## config.mk

```make
export PLATFORM = sky130hd
export DESIGN_NAME = regtrace_streamer
export DESIGN_NICKNAME = d
export VERILOG_FILES = /design/src/rtl/regtrace_streamer.sv
export SDC_FILE = /design/constraint.sdc
export NUM_CORES = 1
export LEC_CHECK = 0
export ABC_AREA = 1
export CORE_ASPECT_RATIO = 0.75
export CORE_MARGIN = 2
export CORE_UTILIZATION = 40
export CTS_CLUSTER_SIZE = 12
export DETAILED_ROUTE_END_ITERATION = 16
export DONT_BUFFER_PORTS = 1
export HOLD_SLACK_MARGIN = 0.05
export PLACE_DENSITY = 0.59
export SLEW_MARGIN = 20
export SYNTH_ARGS = -nofsm -noshare
export SYNTH_HDL_FRONTEND = slang
export SYNTH_SLANG_ARGS = --single-unit
```

## constraint.sdc

```tcl
create_clock -name clock -period 4.84 [get_ports clock]
set_clock_uncertainty 0.2 [all_clocks]
set_input_delay 1.21 -clock clock [delete_from_list [all_inputs] [get_ports clock]]
set_output_delay 1.21 -clock clock [all_outputs]
set_load 0.01 [all_outputs]
```

## src/rtl/regtrace_streamer.sv

```systemverilog
// regtrace_streamer: captures regfile writes as cycle-stamped records and
// streams them over valid/ready, then dumps all 32 registers via read port A.
//
// Parameters:
//   NUM_CYCLES : run length in cycles before the dump phase
//   CYC_W      : cycle stamp / counter width (NUM_CYCLES < 2**CYC_W)
//   FIFO_DEPTH : write-record FIFO entries (power of two, >= 2)
//
// Ports:
//   clock, reset    : clock and async active-low reset
//   rwe, rd, rData  : snooped regfile write port
//   test_mode       : selects rs1_test onto regfile read port A
//   rs1_test        : register index driven during the dump
//   regA            : regfile read port A data
//   out_valid/ready : output handshake
//   out_kind        : 0 = write record, 1 = dump record
//   out_cycle       : cycle stamp (0 on dump records)
//   out_reg         : register index
//   out_data        : register value
//   overflow        : sticky, a write record was dropped
//   done            : dump complete
//
// Optional build macro DUMP_SKIP_ZERO_EN: dump records whose register
// value is zero are not emitted.

module regtrace_streamer #(
  parameter int NUM_CYCLES = 255,
  parameter int CYC_W      = 10,
  parameter int FIFO_DEPTH = 8
) (
  input  logic             clock,
  input  logic             reset,
  input  logic             rwe,
  input  logic [4:0]       rd,
  input  logic [31:0]      rData,
  output logic             test_mode,
  output logic [4:0]       rs1_test,
  input  logic [31:0]      regA,
  output logic             out_valid,
  input  logic             out_ready,
  output logic             out_kind,
  output logic [CYC_W-1:0] out_cycle,
  output logic [4:0]       out_reg,
  output logic [31:0]      out_data,
  output logic             overflow,
  output logic             done
);

  localparam int AW = $clog2(FIFO_DEPTH);
  localparam int RW = CYC_W + 37;

  localparam logic [CYC_W-1:0] LAST =
    CYC_W'(NUM_CYCLES - 1);

  localparam logic [2:0] S_RUN   = 3'd0;
  localparam logic [2:0] S_DRAIN = 3'd1;
  localparam logic [2:0] S_ADDR  = 3'd2;
  localparam logic [2:0] S_SEND  = 3'd3;
  localparam logic [2:0] S_DONE  = 3'd4;

  logic [2:0]       st_q, st_d;
  logic [CYC_W-1:0] cnt_q, cnt_d;
  logic [4:0]       idx_q, idx_d;
  logic [AW:0]      wp_q, wp_d;
  logic [AW:0]      rp_q, rp_d;
  logic [RW-1:0]    mem_q [FIFO_DEPTH];

  logic             ov_q, ov_d;
  logic             kind_q, kind_d;
  logic [CYC_W-1:0] cyc_q, cyc_d;
  logic [4:0]       reg_q, reg_d;
  logic [31:0]      data_q, data_d;
  logic             ovf_q, ovf_d;

  logic          f_empty;
  logic          f_full;
  logic          xfer;
  logic          pop;
  logic          cap;
  logic          push;
  logic          drop;
  logic [RW-1:0] head;

  assign f_empty = (wp_q == rp_q);
  assign f_full  = (wp_q[AW] != rp_q[AW]) &&
                   (wp_q[AW-1:0] == rp_q[AW-1:0]);

  assign xfer = ov_q & out_ready;
  // Output register refills when empty or while
  // its current record is leaving.
  assign pop  = !f_empty && (!ov_q || xfer);
  assign cap  = (st_q == S_RUN) && rwe &&
                (rd != 5'd0);
  // A full FIFO still accepts when it pops in the
  // same cycle.
  assign push = cap && (!f_full || pop);
  assign drop = cap && f_full && !pop;
  assign head = mem_q[rp_q[AW-1:0]];

  always_comb begin
    st_d   = st_q;
    cnt_d  = cnt_q;
    idx_d  = idx_q;
    wp_d   = wp_q;
    rp_d   = rp_q;
    ov_d   = ov_q;
    kind_d = kind_q;
    cyc_d  = cyc_q;
    reg_d  = reg_q;
    data_d = data_q;
    ovf_d  = ovf_q | drop;

    if (push) wp_d = wp_q + (AW+1)'(1);
    if (pop)  rp_d = rp_q + (AW+1)'(1);

    if (xfer) ov_d = 1'b0;
    if (pop) begin
      ov_d   = 1'b1;
      kind_d = 1'b0;
      {cyc_d, reg_d, data_d} = head;
    end

    unique case (st_q)
      S_RUN: begin
        if (cnt_q == LAST) st_d = S_DRAIN;
        else cnt_d = cnt_q + CYC_W'(1);
      end
      S_DRAIN: begin
        if (f_empty && !ov_q) begin
          st_d  = S_ADDR;
          idx_d = 5'd0;
        end
      end
      S_ADDR: st_d = S_SEND;
      S_SEND: begin
        if (!ov_q) begin
`ifdef DUMP_SKIP_ZERO_EN
          if (regA == 32'd0) begin
            if (idx_q == 5'd31) begin
              st_d = S_DONE;
            end else begin
              idx_d = idx_q + 5'd1;
              st_d  = S_ADDR;
            end
          end else begin
            ov_d   = 1'b1;
            kind_d = 1'b1;
            cyc_d  = '0;
            reg_d  = idx_q;
            data_d = regA;
          end
`else
          ov_d   = 1'b1;
          kind_d = 1'b1;
          cyc_d  = '0;
          reg_d  = idx_q;
          data_d = regA;
`endif
        end else if (xfer) begin
          if (idx_q == 5'd31) begin
            st_d = S_DONE;
          end else begin
            idx_d = idx_q + 5'd1;
            st_d  = S_ADDR;
          end
        end
      end
      S_DONE: st_d = S_DONE;
      default: st_d = S_RUN;
    endcase
  end

  always_ff @(posedge clock or negedge reset) begin
    if (!reset) begin
      st_q   <= S_RUN;
      cnt_q  <= '0;
      idx_q  <= '0;
      wp_q   <= '0;
      rp_q   <= '0;
      ov_q   <= 1'b0;
      kind_q <= 1'b0;
      cyc_q  <= '0;
      reg_q  <= '0;
      data_q <= '0;
      ovf_q  <= 1'b0;
    end else begin
      st_q   <= st_d;
      cnt_q  <= cnt_d;
      idx_q  <= idx_d;
      wp_q   <= wp_d;
      rp_q   <= rp_d;
      ov_q   <= ov_d;
      kind_q <= kind_d;
      cyc_q  <= cyc_d;
      reg_q  <= reg_d;
      data_q <= data_d;
      ovf_q  <= ovf_d;
    end
  end

  // Storage needs no reset: pointers define validity.
  always_ff @(posedge clock) begin
    if (push) mem_q[wp_q[AW-1:0]] <= {cnt_q, rd, rData};
  end

  assign test_mode = (st_q == S_ADDR) ||
                     (st_q == S_SEND) ||
                     (st_q == S_DONE);
  assign rs1_test  = ((st_q == S_ADDR) ||
                      (st_q == S_SEND)) ? idx_q : 5'd0;
  assign done      = (st_q == S_DONE);
  assign out_valid = ov_q;
  assign out_kind  = kind_q;
  assign out_cycle = cyc_q;
  assign out_reg   = reg_q;
  assign out_data  = data_q;
  assign overflow  = ovf_q;

endmodule

```

==> impl_metrics.ini <==
[clocking]
cts_resized = 0
clock_latency_ns = 0.58
cts_setup_buffers = 0
root_buffer = clkbuf_16
postCtsHoldBufs = 0
cts_made_buffers = 48
cts_sinks = 452
cts_tree = built
clock_tree.htree_level_count = 2
clock_path_buffers = 3
clkTransAtPathRegs_ns = 0.06

[setup_path]
required_ns = 3.43
worstSetupPathType = flop to output pin
r2r-start = st_q[0]
end_kind = output pin
crit_start = st_q[1]
critical_path_arrival_ns = 1.76
worst_setup_path_start_kind = flop
crit_fanout = 7

[drt]
wl_met1_mm = 21.0
drt_pass1_iterations = 5
ant_nets = 0
via_per_inst = 4.72
post-route-drc-count = 0
via_count = 13200
wire_per_inst_um = 16.4
met3WireLength_mm = 2.52
met2_length_mm = 21.4
routed_wirelength_mm = 45.8
first_iter_violations = 923
routed.top_layer = met4

[timing]
max_clock_freq_mhz = 316
worst_slack_ns = 1.67
timing.final.crit_share_pct = 65.5
final_max_slew_viol_count = 0
timing.hold.ws_ns = 0.130
tightest_slew_ns = 1.02
fin_crit_ns = 3.17
finalSetupTns_ns = 0
rsz0062_at_grt = no
finalHoldViolCount = 0
relSlewSlack_pct = 31.9
finalSetupViolCount = 0

[die]
rows = 71
die_w_um = 263
dieArea_um2 = 52100
start_util_pct = 40.3
ioPinCount = 130
core_area_um2 = 49900
die_h_um = 198

[placed_design]
numPortBuffers = 0
detailed_place_hpwl_mm = 26.8
placed_cells = 2704
finalWeightedCongestion = 0.779
pre_cts_ws_ns = 1.40

[logic_synthesis]
synth-async-reset-ratio_pct = 16.8
syn_area_um2 = 20100
yosysTopAreaCell = edfxtp_1
synth_nets = 2195
ys_types = 29
ys_warn_count = 0
synthCells = 2116
synth_top_area_share_pct = 56.1
synth_ff_type = edfxtp_1
synth-edff-count = 376
avgSynthCellArea_um2 = 9.51
ys_ff_latch = 452
ys_seq_area_share_pct = 65.6
synthTopCellsByArea = edfxtp_1 (56%), nand2_1 (14%), dfrtp_1 (9.5%)

[pwr]
p_leak_nw = 10.0
peakVddDrop_v = 0.000393
power_density_nw_per_um2 = 583

[grt]
grt_pass1_wl_mm = 72.3
antenna_found_initial = 0
overflow = 0
grt_pass1_vias = 12800
grt_max_degree = 89
track_usage_pct = 17.8

[final_layout]
drive_gt1_share_pct = 5.52
final_nets = 2176
final_common_cell = nand2_1
final_core_util_pct = 44.7
n_antenna_cell = 0
fillers = 4730
syn2layout_area_growth_pct = 10.9
largest_reg_flops = 376
final_cell_mix = nand2_1 (725), inv_1 (399), edfxtp_1 (376), nand3_1 (198), nor2_1 (101)
stdcell_count = 2793

[job]
maxCapViolations = 0

[min_path]
hold_class = primary input to async pin

[run_status]
status = finished clean
## critical path: stages, from the launching register on
cell	delay (ns)
dfrtp_1	0.44
nor3_1	0.54
inv_1	0.08
nand2_1	0.12
## path summary, 6_finish.rpt
path / endpoint / slack [ns] / cells past startpoint
worst max-delay path: test_mode / 1.67 / 3
worst min-delay path: out_data[25] / 0.13 / 0
worst max register to register: mem_q[0][44] / 1.79 / 8
worst min register to register: idx_q[3] / 0.31 / 2
max in group asynchronous: rp_q[1] / 4.17 / 0
min in group clock: idx_q[3] / 0.31 / 2
## cell type report
| class | instances | area (um2) | share of cell area, % |
|---|---|---|---|
| repair buffers | 26 | 233 | 1.04 |
| inverters | 405 | 1530 | 6.84 |
| flip-flops and latches | 452 | 13200 | 59.2 |
| clock buffers | 76 | 1420 | 6.37 |
| well taps | 657 | 822 | 3.69 |
| multi-input cells | 1164 | 5000 | 22.4 |
| clock inverters | 13 | 101 | 0.454 |
## cells in the mapped netlist (6+ instances only)
cell and number:
buf_1 7, buf_2 45, buf_4 12, clkbuf_1 31
dfrtp_1 76, edfxtp_1 376, ha_1 6, inv_1 399
inv_2 6, nand2_1 725, nand3_1 198, nand4_1 9
nor2_1 107, nor3_1 9, o21ai_0 50, o21ai_1 32
xor2_1 9
## layer usage
| layer | global-route usage (%) | vias to the layer above |
|---|---|---|
| met5 | 0 | - |
| met4 | 5.04 | 0 |
| met3 | 3.81 | 58 |
| met2 | 29.9 | 262 |
| met1 | 23.5 | 6291 |
| li1 | - | 6584 |
## where the power goes
part | switching, mW | internal (mW) | total (mW)
registers | 0.492 | 4.82 | 5.31
clock network | 1.49 | 2.07 | 3.55
logic | 2.90 | 1.24 | 4.14
## logic make-up (layout without fill, tap and decap cells)
kind of cell             after synthesis  in the layout  synth area share (%)
adder cells (fa/ha/maj)                6              6                 0.373
buffers and inverters                500            520                  9.83
AO/OA/AOI/OAI                         89             89                  2.30
AND/OR/NAND/NOR                     1057           1057                  21.3
XOR/XNOR                              12             12                 0.560
flip-flops                           452            452                  65.6
## per-stage QoR
step	power, mW	instance area (um2)
2_1_floorplan	8.43	20100
3_3_place_gp	9.49	20800
3_5_place_dp	9.60	20800
4_1_cts	13.2	22300
5_1_grt	13.9	22300
6_report	13.0	22300
Power figures use the tool's default switching activity.
